$ cat src/rtl/cdb_arbiter_pkg.sv
// cdb_arbiter_pkg: shared packet type and requester indices for the CDB arbiter
package cdb_arbiter_pkg;
    localparam int NREQ = 4;
    localparam int INT  = 0;
    localparam int LWSW = 1;
    localparam int MULT = 2;
    localparam int DIV  = 3;

    typedef struct packed {
        logic [6:0]  tag;
        logic [31:0] data;
        logic        branch;
        logic        branch_taken;
    } cdb_pkt_t;
endpackage

$ cat src/rtl/cdb_arbiter_if.sv
// cdb_arbiter_if: requester handshake and broadcast bus of the CDB arbiter
interface cdb_arbiter_if;
    import cdb_arbiter_pkg::*;
    logic [NREQ-1:0]           req_valid;
    cdb_pkt_t [NREQ-1:0]       req_pkt;
    logic [NREQ-1:0]           req_ready;
    logic                      cdb_valid;
    logic [6:0]                cdb_tag;
    logic [31:0]               cdb_data;
    logic                      cdb_branch;
    logic                      cdb_branch_taken;

    modport master (
        output req_valid, req_pkt,
        input  req_ready, cdb_valid, cdb_tag, cdb_data, cdb_branch, cdb_branch_taken
    );
    modport slave (
        input  req_valid, req_pkt,
        output req_ready, cdb_valid, cdb_tag, cdb_data, cdb_branch, cdb_branch_taken
    );
endinterface

$ cat src/rtl/cdb_arbiter_rr_arbiter4.sv
// rr_arbiter4: combinational 4-way round-robin pick starting at ptr_i
module rr_arbiter4 (
    input  logic [3:0] req_i,
    input  logic [1:0] ptr_i,
    output logic [3:0] grant_o,
    output logic [1:0] idx_o
);
    logic [1:0] j;

    // scan from farthest to nearest offset so the nearest requester wins
    always_comb begin
        grant_o = '0;
        idx_o   = '0;
        j       = '0;
        for (int k = 3; k >= 0; k--) begin
            j = ptr_i + 2'(k);
            if (req_i[j]) begin
                grant_o = 4'b0001 << j;
                idx_o   = j;
            end
        end
    end
endmodule

$ cat src/rtl/cdb_arbiter.sv
// cdb_arbiter: per-requester hold slots, round-robin grant, registered CDB broadcast
module cdb_arbiter
    import cdb_arbiter_pkg::*;
(
    input logic         clk,
    input logic         rst,
    cdb_arbiter_if.slave bus
);
    logic [NREQ-1:0]     hold_vld_q, hold_vld_d, grant, ready, xfer;
    cdb_pkt_t [NREQ-1:0] hold_pkt_q, hold_pkt_d;
    logic [1:0]          rr_ptr_q, rr_ptr_d, win;
    logic                cdb_valid_q, cdb_valid_d;
    cdb_pkt_t            cdb_pkt_q, cdb_pkt_d;

    rr_arbiter4 u_arb (
        .req_i  (hold_vld_q),
        .ptr_i  (rr_ptr_q),
        .grant_o(grant),
        .idx_o  (win)
    );

    // a granted slot frees up this edge, so it can be refilled while it broadcasts
    assign ready         = ~hold_vld_q | grant;
    assign xfer          = bus.req_valid & ready;
    assign bus.req_ready = ready;

    // next state: free the winner, capture new transfers, broadcast or idle with zeros
    always_comb begin
        hold_vld_d  = (hold_vld_q & ~grant) | xfer;
        hold_pkt_d  = hold_pkt_q;
        for (int i = 0; i < NREQ; i++)
            hold_pkt_d[i] = xfer[i] ? bus.req_pkt[i] : hold_pkt_q[i];
        cdb_valid_d = |grant;
        cdb_pkt_d   = |grant ? hold_pkt_q[win] : '0;
        rr_ptr_d    = |grant ? win + 2'd1 : rr_ptr_q;
    end

    // state registers; reset empties every slot and silences the bus immediately
    always_ff @(posedge clk or posedge rst) begin
        if (rst) begin
            hold_vld_q  <= '0;
            hold_pkt_q  <= '0;
            rr_ptr_q    <= '0;
            cdb_valid_q <= 1'b0;
            cdb_pkt_q   <= '0;
        end else begin
            hold_vld_q  <= hold_vld_d;
            hold_pkt_q  <= hold_pkt_d;
            rr_ptr_q    <= rr_ptr_d;
            cdb_valid_q <= cdb_valid_d;
            cdb_pkt_q   <= cdb_pkt_d;
        end
    end

    assign bus.cdb_valid        = cdb_valid_q;
    assign bus.cdb_tag          = cdb_pkt_q.tag;
    assign bus.cdb_data         = cdb_pkt_q.data;
    assign bus.cdb_branch       = cdb_pkt_q.branch;
    assign bus.cdb_branch_taken = cdb_pkt_q.branch_taken;
endmodule

$ cat src/flat_wrapper.sv
// flat-port wrapper written by rule: the top's interface ports become plain ports
module cdb_arbiter_flat import cdb_arbiter_pkg::*;
  (clk, rst, bus_req_valid, bus_req_pkt, bus_req_ready, bus_cdb_valid, bus_cdb_tag, bus_cdb_data, bus_cdb_branch, bus_cdb_branch_taken);
  cdb_arbiter_if bus_i ();
  input logic clk;
  input logic rst;
  input wire logic [$bits(bus_i.req_valid)-1:0] bus_req_valid;
  input wire logic [$bits(bus_i.req_pkt)-1:0] bus_req_pkt;
  output wire logic [$bits(bus_i.req_ready)-1:0] bus_req_ready;
  output wire logic [$bits(bus_i.cdb_valid)-1:0] bus_cdb_valid;
  output wire logic [$bits(bus_i.cdb_tag)-1:0] bus_cdb_tag;
  output wire logic [$bits(bus_i.cdb_data)-1:0] bus_cdb_data;
  output wire logic [$bits(bus_i.cdb_branch)-1:0] bus_cdb_branch;
  output wire logic [$bits(bus_i.cdb_branch_taken)-1:0] bus_cdb_branch_taken;
  assign bus_i.req_valid = bus_req_valid;
  assign bus_i.req_pkt = bus_req_pkt;
  assign bus_req_ready = bus_i.req_ready;
  assign bus_cdb_valid = bus_i.cdb_valid;
  assign bus_cdb_tag = bus_i.cdb_tag;
  assign bus_cdb_data = bus_i.cdb_data;
  assign bus_cdb_branch = bus_i.cdb_branch;
  assign bus_cdb_branch_taken = bus_i.cdb_branch_taken;
  cdb_arbiter u_core (.clk(clk), .rst(rst), .bus(bus_i));
endmodule
$ cat config.mk
export PLATFORM = sky130hd
export DESIGN_NAME = cdb_arbiter_flat
export DESIGN_NICKNAME = d
export VERILOG_FILES = /design/src/rtl/cdb_arbiter_pkg.sv /design/src/rtl/cdb_arbiter_if.sv /design/src/rtl/cdb_arbiter_rr_arbiter4.sv /design/src/rtl/cdb_arbiter.sv /design/src/flat_wrapper.sv
export SDC_FILE = /design/constraint.sdc
export NUM_CORES = 1
export LEC_CHECK = 0
export ABC_AREA = 1
export BUFFER_PORTS_ARGS = -buffer_cell sky130_fd_sc_hd__buf_2
export CAP_MARGIN = 20
export CORE_UTILIZATION = 26
export CTS_BUF_LIST = sky130_fd_sc_hd__clkbuf_16
export DETAILED_ROUTE_END_ITERATION = 6
export GPL_TIMING_DRIVEN = 1
export PLACE_DENSITY_LB_ADDON = 0.08
export SLEW_MARGIN = 20
export SYNTH_ARGS = -nofsm -noshare
export SYNTH_HDL_FRONTEND = slang
export SYNTH_SLANG_ARGS = --single-unit
$ cat constraint.sdc
create_clock -name clk -period 7.9 [get_ports clk]
set_input_delay 1.58 -clock clk [delete_from_list [all_inputs] [get_ports clk]]
set_output_delay 1.58 -clock clk [all_outputs]
set_load 0.02 [all_outputs]
Word level (Yosys, flattened, before mapping)
Index checks and enable logic that the tools add are counted.
{"block": "totals", "word_cells": 62, "input_bits": 170, "out_inout_bits": 46, "register_bits": 212}
{"block": "op_classes", "n_addsub": 4, "bitwise_logic": 6, "n_mux": 19, "order_cmp": 5, "reduce_logical": 1, "shift": 4}
{"cell": "$bmux 41 s2", "n": 1}
{"cell": "$mux 41", "n": 2}
{"cell": "$mux 4", "n": 4}
{"cell": "$shl 1x2->4 const A", "n": 4}
{"cell": "$lt 2x3->1 const B", "n": 5}
{"cell": "$and 4x4->4", "n": 2}
{"cell": "$bmux 1 s2", "n": 4}
{"cell": "$mux 2", "n": 4}
{"cell": "$not 4->4", "n": 2}
{"cell": "$or 4x4->4", "n": 2}
{"cell": "$add 2x1->2 const B", "n": 2}
{"cell": "$add 2x2->2 const B", "n": 2}
{"cell": "$mux 1", "n": 4}
{"cell": "$reduce_or 4->1", "n": 1}

Depth between registers and ports, before layout
Gate-level depths: netlist (run 1).
{"block": "logic_depth", "depth_word": 10, "depth_mapped": 17}

Cells and area by module
Synthesis (run 1) repeated with hierarchy kept, for this count alone.
{"block": "hier_totals", "hier_cells": 1171, "area_unflattened_um2": 9521.6}
{"mod": "cdb_arbiter", "seq_area_each_um2": 5305.1, "n_inst": 1, "area_each_um2": 9038.7, "cells_per_inst": 1088}
{"mod": "rr_arbiter4", "seq_area_each_um2": 0.0, "n_inst": 1, "area_each_um2": 483.0, "cells_per_inst": 83}

Worst setup path before layout (run 1)
No wires, ideal clock.
{"block": "synth_timing", "kind": "register to output", "startpoint": "register u_core.rr_ptr_q[0]", "endpoint": "output port bus_req_ready[3]", "required_time_ns": 6.320, "arrival_time_ns": 1.991, "path_slack_ns": 4.329, "stages_incl_launch_ff": 14, "path_cell_list": "dfrtp_1 -> buf_6 -> inv_4 -> ha_1 -> inv_1 -> nand3_2 -> nand2_2 -> nand2_2 -> inv_2 -> nand2_1 -> nand3_1 -> nand2_1 -> nand2_2 -> buf_2"}
{"block": "synth_between", "elab_chain_cells": 8}
{"item": "start, declared", "line_no": "cdb_arbiter.sv:11", "rtl": "logic [1:0] rr_ptr_q, rr_ptr_d, win;"}
{"item": "start signal, assigned", "line_no": "cdb_arbiter.sv:49", "rtl": "rr_ptr_q <= rr_ptr_d;"}
{"item": "$add 2x2->2", "line_no": "cdb_arbiter_rr_arbiter4.sv:16", "rtl": "j = ptr_i + 2'(k);"}
{"item": "$bmux 1 s2", "line_no": "cdb_arbiter_rr_arbiter4.sv:17", "rtl": "if (req_i[j]) begin"}
{"item": "$mux 1 (implied by the code)", "line_no": "cdb_arbiter_rr_arbiter4.sv:17"}
{"item": "$mux 4 (3 in a row)", "line_no": "cdb_arbiter_rr_arbiter4.sv:17"}
{"item": "$mux 4 *", "line_no": "cdb_arbiter_rr_arbiter4.sv:17"}
{"item": "$or 4x4->4 *", "line_no": "cdb_arbiter.sv:23", "rtl": "assign ready = ~hold_vld_q | grant;"}
{"item": "end, declared", "line_no": "flat_wrapper.sv:9", "rtl": "output wire logic [$bits(bus_i.req_ready)-1:0] bus_req_ready;"}
Mark *: on every way between the ends. The rest lies on a longest branch, timed or not. The select of a mux whose other input is x is not followed.

Final worst setup path (run 1)
Same ends and word-level chain as after synthesis.

==> impl_metrics.csv, run 1 <==
group,metric,value,unit
outcome,status,"finished clean",
worst_setup_path,path_cells,"inv_4, ha_1, inv_1, nand3_2, nand2_2, nand2_2, inv_2, nand2_1, nand3_1, nand2_1, nand2_2, buf_4, buf_2",
global_routing,grt_pass1_wl,56.90,mm
route,route.detailed.drc,0,
synthesis,syn_nets,1546,
floorplan,initial_core_util,26.52,%
timing,worstMarginPinSlew,1.039,ns
route,detail_route.wl_per_cell,17.85,microns
worst_setup_path,crit_top_cell,"nand2_2",
global_routing,antenna_found_initial,1,
synthesis,synth_xor_area_share,0.08257,%
timing,finalCritPeriodShare,61.15,%
placement,place_congestion,0.8231,
cts,clock_path_buffers,3,
synthesis,synth_fa_ha_area_share,0.9436,%
timing,clock_skew,0.009657,ns
synthesis,synthCells,1368,
synthesis,yosys.area.top_type,"dfrtp_1",
worst_setup_path,crit_buf_inv,5,
timing,rsz0062_at_grt,"false",
worst_setup_path,slowest_delay,0.64,ns
placement,io_buffers,215,
synthesis,syn_area,10610,sq um
synthesis,yosysWarnings,0,
synthesis,synth_top_family_by_area,"simple AND/OR/NAND/NOR gates",
floorplan,rows,73,
route,antenna_left,0,
synthesis,avgSynthCellArea,7.754,sq um
synthesis,synth_top_area_share,50.01,%
cts,clkSinkCount,212,
cts,ctsHtreeMaxLevel,1,
route,drtIter0Drc,849,
cts,ctsHoldBuffers,0,
finish,drive_above_1_share,18.47,%
worst_setup_path,r2r-start,"u_core.rr_ptr_q[0]$_DFFE_PP0P_",
route,detail_route.vias_per_cell,4.438,
timing,slew_headroom,30.76,%
min_path,min_path_type,"flip-flop to flip-flop",
floorplan,coreArea,40010,sq um
worst_setup_path,worstPathArrival,3.25,ns
synthesis,ys_seq_area_share,50.01,%
cts,cts_root_buffer,"clkbuf_16",
worst_setup_path,crit_family,"buffers and inverters",
cts,numCtsBuffers,27,
global_routing,grt_overflow,0,
synthesis,synth_area_leaders,"dfrtp_1 50%, nand2_1 19%, nand3_1 12%, nand3b_1 5.8%, inv_1 4.9%",
finish,nets,1708,
placement,place_inst,2024,
worst_setup_path,critical_path_class,"flip-flop to output pin",
route,wirelength,36.94,mm
timing,hold_ws,0.4616,ns
worst_setup_path,startpoint_type,"flip-flop",
floorplan,fp.dieArea,41610,sq um
cts,post_cts_resized,0,
finish,fillers,4486,
synthesis,synth_compound_area_share,0.1651,%
timing,hold_violations,0,
cts,cts_setup_buffers,0,
synthesis,synthMuxAreaShare,0,%
floorplan,io_pins,216,
global_routing,gr-usage-all-layers,17.87,%
cts,cts_tree,"built",
run,max_cap_viol_count,0,
route,vias,9182,
worst_setup_path,critPathLaunch,"u_core.rr_ptr_q[0]$_DFFE_PP0P_",
finish,syn2layout_area_growth,19.90,%
timing,slew_violations,0,
global_routing,grt_start_max_net_pins,88,
worst_setup_path,cp_max_fo,44,
timing,fin_tns_setup,0,ns
floorplan,die_h,204.0,microns
worst_setup_path,crit_required,6.32,ns
global_routing,grt_pass1_vias,9233,
finish,final_cells,2069,
cts,clk_latency,0.54,ns
timing,timing.fmax,207.0,MHz
synthesis,synth_seq_cells,212,
synthesis,synth_simple_gate_area_share,38.90,%
cts,clk_pin_slew_worst_paths,0.06,ns
placement,dp_hpwl,24.57,mm
route,firstDrtPassIters,5,
worst_setup_path,cp-end-kind,"output pin",
min_path,hp-start,"u_core.hold_pkt_q[104]$_DFFE_PP0P_",
floorplan,die_w,204.0,microns
synthesis,yosysUniqueCellTypes,26,
worst_setup_path,critPathSlowestCell,"dfrtp_1",
timing,period_needed,4.831,ns
timing,finalSetupViolCount,0,
==> layout by cell type, fill, tap and decap left out, types with 2 or more instances in the layout <==
| cell | instances |
|---|---|
| nand2_1 | 534 |
| nand3_1 | 258 |
| buf_2 | 215 |
| dfrtp_1 | 212 |
| inv_1 | 142 |
| nand3b_1 | 82 |
| clkbuf_16 | 27 |
| nand2_2 | 15 |
| ha_1 | 8 |
| buf_4 | 8 |
| clkinv_1 | 7 |
| inv_2 | 6 |
| nor2_1 | 5 |
| nand2_4 | 4 |
| nand4_1 | 3 |
| clkinv_2 | 3 |
| or2_1 | 2 |
| buf_16 | 2 |
==> metrics by stage <==
stage | setup slack, ns | util, % | cell area [sq um]
after floorplan | 0.5258 | - | 10610
after global placement | 3.663 | 29.81 | 11930
after detailed placement | 3.588 | 29.81 | 11930
after CTS | 3.000 | 31.65 | 12660
after global routing | 2.809 | 31.79 | 12720
final | 3.070 | 31.79 | 12720
==> metal layers <==
layer / global-route usage [%] / up-vias / routed length, microns
met2: 24.71 / 219 / 14670
met3: 2.408 / 40 / 1902
met5: 0 / - / 0
met1: 28.78 / 4333 / 19630
li1: - / 4590 / -
met4: 3.838 / 0 / 745
==> registers in the layout, indices dropped and copies added (netlist names) <==
register                     flops
u_core.bus.cdb_tag               7
u_core.bus.cdb_branch_taken      1
u_core.hold_vld_q                4
u_core.bus.cdb_data             32
u_core.bus.cdb_valid             1
u_core.bus.cdb_branch            1
u_core.hold_pkt_q              164
u_core.rr_ptr_q                  2
==> cell families (layout without fill, tap and decap cells) <==
| kind of cell | count (synthesis) | count (layout) |
|---|---|---|
| adder cells (fa/ha/maj) | 8 | 8 |
| flip-flops | 212 | 212 |
| AND/OR/NAND/NOR | 907 | 907 |
| AO/OA/AOI/OAI | 3 | 3 |
| XOR/XNOR | 1 | 1 |
| other | 0 | 1 |
| buffers and inverters | 237 | 412 |
==> tightest hold or removal path, cell delays in order, from the launching register on <==
cell     delay (ns)
dfrtp_1        0.33
nand2_1        0.05
nand2_1        0.05
==> synth_stat cells <==
library cell,number
nand2_1,536
nand3_1,258
inv_1,138
or2_0,1
clkbuf_1,24
nand2_2,16
dfrtp_1,212
o21ai_0,1
a21boi_0,1
nand4_1,3
nand3_4,1
nor2_1,5
buf_1,2
nand3b_1,82
buf_2,39
buf_4,25
nand3_2,1
or2_1,2
buf_6,2
inv_2,6
o21ai_1,1
nand2_4,1
inv_4,1
xor2_1,1
ha_1,8
nand4_2,1
==> path summary, 6_finish.rpt <==
path | cells after the start | endpoint | slack (ns)
max in group asynchronous | 3 | u_core.hold_pkt_q[8]$_DFFE_PP0P_ | 5.35
min in group asynchronous | 2 | u_core.bus.cdb_valid$_DFF_PP0_ | 1.15
min reg2reg | 2 | u_core.hold_pkt_q[104]$_DFFE_PP0P_ | 0.46
max | 13 | bus_req_ready[3] | 3.07
max reg2reg | 12 | u_core.bus.cdb_data[4]$_DFF_PP0_ | 3.95
min | 2 | u_core.hold_pkt_q[104]$_DFFE_PP0P_ | 0.46
==> layout make-up <==
cell class	count	area (sq um)	share of cell area, %
diodes	1	2.502	0.01968
inverters	145	554.3	4.358
flip-flops and latches	212	5305	41.71
clock buffers	27	675.6	5.312
repair buffers	225	1191	9.365
clock inverters	15	60.06	0.4722
multi-input cells	919	4273	33.60
well taps	525	656.9	5.165
Power of run 1 is left out: the tool's default activity adds up to more than one toggle a clock period on the data nets, which glitch-free logic cannot reach.
==> run 2: changes to the inputs <==
--- a/config.mk
+++ b/config.mk
@@ -5,7 +5,7 @@
 export SDC_FILE = /design/constraint.sdc
 export NUM_CORES = 1
 export LEC_CHECK = 0
-export ABC_AREA = 1
+export ABC_AREA = 0
 export BUFFER_PORTS_ARGS = -buffer_cell sky130_fd_sc_hd__buf_2
 export CAP_MARGIN = 20
 export CORE_UTILIZATION = 26
==> constraint.sdc (replaced) <==
create_clock -name clk -period 3.9 [get_ports clk]
set_input_delay 0.78 -clock clk [delete_from_list [all_inputs] [get_ports clk]]
set_output_delay 0.78 -clock clk [all_outputs]
set_load 0.02 [all_outputs]
==> run 2 against run 1 <==
  * Register-to-register slack worse by 3.5 ns
  * Non-clock buffer count is 13 higher
  * Hold slack worse by 0.048 ns
  * First-iteration DRC count is 71% lower
  * Sequential share of layout area is 2.2 points higher
  * Synthesized cell count is 58% lower
  * Count of clock-buffer cells in the layout stayed put
  * Cell count is 38% lower
  * Clock skew is 0.0011 ns higher
  * Critical path depth is 4 lower
  * Area after synthesis is 9.7% lower
  * Critical path type unchanged
  * Critical endpoint is now bus_req_ready[0]
==> impl_metrics.csv, run 2 <==
group,metric,value,unit
timing,hold_violations,0,
timing,period_needed,3.714,ns
synthesis,avgSynthCellArea,16.86,sq um
timing,rsz0062_at_grt,"false",
power_and_ir_drop,power_frac_seq,29.3,%
finish,regMostFlops,"u_core.hold_pkt_q",
timing,clock_skew,0.01071,ns
global_routing,antenna_found_initial,7,
timing,finalSetupViolCount,0,
cts,clk_latency,0.54,ns
placement,place_area,11160,sq um
route,firstDrtPassIters,4,
power_and_ir_drop,p_leak,5.546,nW
synthesis,ys_top_cells_by_count,"212 x dfrtp_1, 120 x mux2_2, 48 x mux2_4, 34 x nor2b_1, 32 x mux4_2",
floorplan,initial_core_util,26.67,%
placement,io_buffers,215,
finish,syn2layout_area_growth,26.29,%
cts,numCtsBuffers,27,
placement,place_congestion,0.8693,
synthesis,synthCells,568,
floorplan,fp.dieArea,37610,sq um
worst_setup_path,cp-end-kind,"output pin",
route,drtIter0Drc,246,
route,vias,5702,
synthesis,synthFlopType,"dfrtp_1",
global_routing,grt_overflow,0,
synthesis,synth_area_leaders,"dfrtp_1 55%, mux2_2 14%, mux2_4 7.5%, mux4_2 7.5%, mux4_1 3.0%",
finish,drive_above_1_share,59.56,%
synthesis,synth_top_area_share,55.40,%
timing,fin_tns_setup,0,ns
route,route.detailed.drc,0,
global_routing,grt_pass1_wl,41.38,mm
synthesis,yosysWarnings,0,
global_routing,grt_start_max_net_pins,141,
route,detail_route.wl_per_cell,20.90,microns
worst_setup_path,startpoint_type,"flip-flop",
floorplan,die_w,193.9,microns
finish,fillers,3538,
cts,cts_root_buffer,"clkbuf_16",
route,detail_route.vias_per_cell,4.417,
floorplan,io_pins,216,
run,max_cap_viol_count,0,
placement,place_inst,1235,
finish,final_cells,1291,
route,antenna_left,0,
timing,worstMarginPinSlew,0.9792,ns
finish,mostFrequentLayoutCell,"buf_2",
cts,cts_tree,"built",
power_and_ir_drop,p_comb_share,52.5,%
floorplan,coreArea,35910,sq um
power_and_ir_drop,power_switching,4.851,mW
worst_setup_path,crit_required,3.12,ns
finish,nets,983,
synthesis,syn_area,9577,sq um
finish,regArea,5306,sq um
synthesis,yosys.area.top_type,"dfrtp_1",
synthesis,synth_seq_cells,212,
cts,clk_pin_slew_worst_paths,0.06,ns
cts,ctsHoldBuffers,0,
min_path,min_path_type,"input port to async pin",
cts,clkSinkCount,212,
synthesis,yosysMostFrequentCell,"dfrtp_1",
floorplan,die_h,193.9,microns
cts,clock_path_buffers,3,
placement,dp_hpwl,17.58,mm
power_and_ir_drop,clock_power_share,18.3,%
timing,finalCritPeriodShare,95.22,%
synthesis,async_flop_share,100.0,%
worst_setup_path,critical_path_class,"flip-flop to output pin",
floorplan,rows,69,
worst_setup_path,cp_max_fo,9,
timing,slew_violations,0,
finish,final_cell_mix,"215 x buf_2, 211 x dfrtp_1, 120 x mux2_2, 48 x mux2_4, 34 x nor2b_1",
timing,hold_ws,0.4140,ns
cts,ctsHtreeMaxLevel,1,
finish,largest_reg_flops,164,
synthesis,synth-edff-count,0,
power_and_ir_drop,power.density,1125,nW/um^2
finish,final_cell_area,12090,sq um
route,wirelength,26.98,mm
global_routing,grt_pass1_vias,6543,
synthesis,ys_seq_area_share,55.40,%
power_and_ir_drop,p_int,8.753,mW
timing,timing.fmax,269.3,MHz
power_and_ir_drop,switching_share,35.66,%
power_and_ir_drop,ir_worst_vdd,0.5147,mV
finish,multiInputGateArea,3974,sq um
synthesis,yosysUniqueCellTypes,36,
worst_setup_path,worstPathArrival,2.93,ns
synthesis,syn_nets,746,
timing,slew_headroom,34.72,%
global_routing,gr-usage-all-layers,14.44,%
outcome,status,"finished clean",
## run 2: cell count changes after synthesis, sizes merged, moves of 5 or more
cell / delta
nand2b: +8
nand2: -548
buf: -40
clkbuf: -22
nand3b: -82
nor2b: +35
inv: -137
o21ai: +5
nand3: -256
mux2: +168
and2b: +7
mux4: +43
mux2i: +8
## run 2: cell type report
| cell class | count | area share, % |
|---|---|---|
| inverter | 8 | 0.2793 |
| sequential | 212 | 43.88 |
| antenna | 4 | 0.08276 |
| timing repair buffer | 238 | 10.84 |
| multi-input combinational | 318 | 32.86 |
| clock inverter | 23 | 1.707 |
| clock buffer | 27 | 5.587 |
| tap | 461 | 4.769 |
## run 2: path summary, 6_finish.rpt
check	start	to	slack [ns]	depth (start not counted)
max in group asynchronous	rst	u_core.rr_ptr_q[1]$_DFFE_PP0P_	2.60	3
worst min register to register	u_core.hold_pkt_q[134]$_DFFE_PP0P_	u_core.hold_pkt_q[134]$_DFFE_PP0P_	0.50	1
worst max register to register	u_core.rr_ptr_q[1]$_DFFE_PP0P_	u_core.hold_pkt_q[136]$_DFFE_PP0P_	0.42	10
worst max-delay path	u_core.rr_ptr_q[1]$_DFFE_PP0P_	bus_req_ready[0]	0.19	9
min in group clk	bus_req_pkt[74]	u_core.hold_pkt_q[74]$_DFFE_PP0P_	0.47	2
worst min-delay path	rst	u_core.hold_pkt_q[121]$_DFFE_PP0P_	0.41	3
## run 2: metrics by stage
stage / setup slack [ns] / power (mW) / utilization (%)
after global routing: 0.04605 / 14.52 / 33.65
after CTS: 0.06391 / 13.83 / 33.57
after detailed placement: 0.3733 / 11.24 / 31.08
after global placement: 0.4157 / 11.11 / 31.08
final: 0.1865 / 13.60 / 33.67
after floorplan: 0.3613 / 9.405 / -
## run 2: cell families after synthesis
kind of cell,synth area share (%)
multiplexers,33.19
flip-flops,55.40
AND/OR/NAND/NOR,4.364
buffers and inverters,3.423
AO/OA/AOI/OAI,2.495
adder cells (fa/ha/maj),1.045
XOR/XNOR,0.09147
## run 2: timing repair
action                     in CTS  in global routing
pin swaps                       1                  1
hold endpoints to repair        0                  0
setup buffers                   0                  2
setup endpoints to repair       1                  3
resized for setup               2                  2
## run 2: metal layers
layer / part of all wire (%) / vias up / track usage, %
met3: 7.3 / 40 / 4.714
met4: 2.4 / 6 / 3.557
met5: 0.14 / - / 0
li1: - / 2562 / -
met1: 42 / 2917 / 18.12
met2: 48 / 177 / 23.96
## run 2: power groups by stage
stage                     registers [mW]  logic (mW)  clock network (mW)
after floorplan                     4.09        5.31                   0
after global placement              3.96        7.16                   0
after detailed placement            4.01        7.23                   0
after CTS                           3.98        7.27                2.58
after global routing                4.12        7.72                2.68
final                               3.98        7.14                2.49
## run 2: critical path: stages (launching register included)
cell and delay [ns]:
dfrtp_2 0.45, inv_1 0.08, ha_2 0.39, mux2_2 0.39, mux2i_4 0.22, buf_4 0.18, nand3_1 0.12, a41oi_2 0.24
nand2b_1 0.16, buf_2 0.18
(Power assumes the default switching activity.)
==> run 3: changes to the inputs <==
==> constraint.sdc (replaced) <==
create_clock -name clk -period 4.01 [get_ports clk]
set_input_delay 0.802 -clock clk [delete_from_list [all_inputs] [get_ports clk]]
set_output_delay 0.802 -clock clk [all_outputs]
set_load 0.02 [all_outputs]
==> run 3 against run 2 <==
  * Count of clock-buffer cells in the layout did not move
  * Sequential power shrank 3%
  * First-iteration DRC count is 21% lower
  * Critical endpoint is now bus_req_ready[3]
==> impl_metrics.csv, run 3 (synthesis gave the netlist of run 2 again) <==
group,metric,value,unit
outcome,status,"finished clean",
worst_setup_path,critPathSlowestCell,"dfrtp_2",
floorplan,coreArea,35910,sq um
route,drtIter0Drc,195,
run,max_cap_viol_count,0,
finish,nets,986,
finish,final_cell_mix,"215 x buf_2, 211 x dfrtp_1, 120 x mux2_2, 48 x mux2_4, 34 x nor2b_1",
power_and_ir_drop,power.density,1082,nW/um^2
finish,final_cells,1290,
finish,regMostFlops,"u_core.hold_pkt_q",
floorplan,fp.dieArea,37610,sq um
power_and_ir_drop,power_switching,4.731,mW
finish,fillers,3548,
timing,worstMarginPinSlew,0.9173,ns
cts,numCtsBuffers,27,
worst_setup_path,cp-end-kind,"output pin",
min_path,min_path_type,"input port to async pin",
global_routing,antenna_found_initial,10,
power_and_ir_drop,switching_share,36.22,%
placement,dp_hpwl,17.96,mm
global_routing,grt_pass1_wl,41.59,mm
power_and_ir_drop,p_comb_share,53.3,%
floorplan,die_h,193.9,microns
timing,timing.fmax,258.5,MHz
global_routing,grt_start_max_net_pins,73,
route,antenna_left,0,
timing,hold_violations,0,
route,vias,5783,
timing,finalSetupViolCount,0,
cts,cts_tree,"built",
cts,clkSinkCount,212,
timing,clock_skew,0.01076,ns
timing,hold_ws,0.4374,ns
timing,slew_violations,0,
finish,mostFrequentLayoutCell,"buf_2",
power_and_ir_drop,ir_worst_vdd,0.3457,mV
power_and_ir_drop,clock_power_share,17.0,%
timing,fin_tns_setup,0,ns
timing,slew_headroom,38.72,%
placement,place_inst,1234,
finish,multiInputGateArea,3995,sq um
worst_setup_path,worstPathArrival,3.07,ns
power_and_ir_drop,power_frac_seq,29.7,%
floorplan,io_pins,216,
finish,final_cell_area,12070,sq um
worst_setup_path,path_cells,"clkinvlp_4, ha_4, mux2_2, mux2i_4, nand3_1, a41oi_4, nand2b_1, buf_2",
worst_setup_path,startpoint_type,"flip-flop",
finish,drive_above_1_share,59.88,%
floorplan,rows,69,
cts,clk_pin_slew_worst_paths,0.06,ns
finish,regArea,5306,sq um
cts,clk_latency,0.54,ns
route,route.detailed.drc,0,
timing,finalCritPeriodShare,96.47,%
worst_setup_path,cp_max_fo,9,
cts,clock_path_buffers,3,
cts,ctsHtreeMaxLevel,1,
worst_setup_path,critical_path_class,"flip-flop to output pin",
power_and_ir_drop,p_int,8.331,mW
cts,ctsHoldBuffers,0,
placement,io_buffers,215,
timing,period_needed,3.869,ns
route,firstDrtPassIters,4,
placement,place_congestion,0.8713,
worst_setup_path,crit_required,3.21,ns
route,wirelength,27.05,mm
global_routing,grt_pass1_vias,6581,
finish,syn2layout_area_growth,26.06,%
route,detail_route.wl_per_cell,20.97,microns
worst_setup_path,slowest_delay,0.48,ns
placement,place_area,11170,sq um
finish,largest_reg_flops,164,
floorplan,die_w,193.9,microns
global_routing,grt_overflow,0,
floorplan,initial_core_util,26.67,%
global_routing,gr-usage-all-layers,14.52,%
cts,cts_root_buffer,"clkbuf_16",
power_and_ir_drop,p_leak,5.532,nW
route,detail_route.vias_per_cell,4.483,
## run 3: worst paths after layout
path                       slack [ns]  cells past startpoint                                from                                 end
setup / recovery                 0.14                      8      u_core.rr_ptr_q[1]$_DFFE_PP0P_                    bus_req_ready[3]
hold / removal                   0.44                      2                                 rst  u_core.hold_pkt_q[121]$_DFFE_PP0P_
setup reg to reg                 0.52                      9      u_core.rr_ptr_q[1]$_DFFE_PP0P_  u_core.hold_pkt_q[131]$_DFFE_PP0P_
hold reg to reg                  0.49                      1  u_core.hold_pkt_q[139]$_DFFE_PP0P_  u_core.hold_pkt_q[139]$_DFFE_PP0P_
max in group asynchronous        2.68                      3                                 rst   u_core.bus.cdb_data[22]$_DFF_PP0_
min in group clk                 0.48                      2                     bus_req_pkt[27]   u_core.hold_pkt_q[27]$_DFFE_PP0P_
## run 3: timing repair
action                                  in CTS  in global routing
resized for setup                            4                  2
endpoints found under the setup margin       4                  2
setup buffers                                0                  6
pin swaps                                    1                  1
hold endpoints to repair                     0                  0
## run 3: through the flow
step / power (mW) / utilization, % / setup WS [ns]
CTS: 13.28 / 33.42 / 0.05019
finish: 13.06 / 33.62 / 0.1414
global route: 13.97 / 33.59 / -0.0001761
floorplan: 9.147 / - / 0.4493
detailed placement: 10.89 / 31.10 / 0.2175
global placement: 10.76 / 31.10 / 0.3237
## run 3: final cells by class
type,instances,share of cell area [%]
inverters,8,0.3109
diodes,4,0.08291
repair buffers,241,11.15
flip-flops and latches,212,43.95
multi-input cells,318,33.09
clock buffers,27,5.596
well taps,461,4.778
clock inverters,19,1.036
## run 3: worst max-delay path, delay by kind of cell, from the launching register on
kind / cells / cell delay [ns]
AOI/OAI and AO/OA: 1 / 0.34
adders and majority gates: 1 / 0.32
buffers and inverters: 2 / 0.36
DFF: 1 / 0.48
muxes: 2 / 0.64
and+or+nand+nor: 2 / 0.37
## run 3: power groups by stage
stage                     combinational (mW)  clock (mW)  sequential, mW
after floorplan                         5.17           0            3.98
after global placement                  6.90           0            3.86
after detailed placement                6.99           0            3.91
after CTS                               7.07        2.33            3.88
after global routing                    7.53        2.42            4.02
final                                   6.96        2.22            3.88
## run 3: routing by layer
layer	up-vias	share of wire, %	global-route usage [%]
li1	2558	-	-
met3	44	5.9	4.088
met5	-	0.27	0
met1	2995	43	18.49
met4	10	2.2	3.586
met2	176	49	24.27
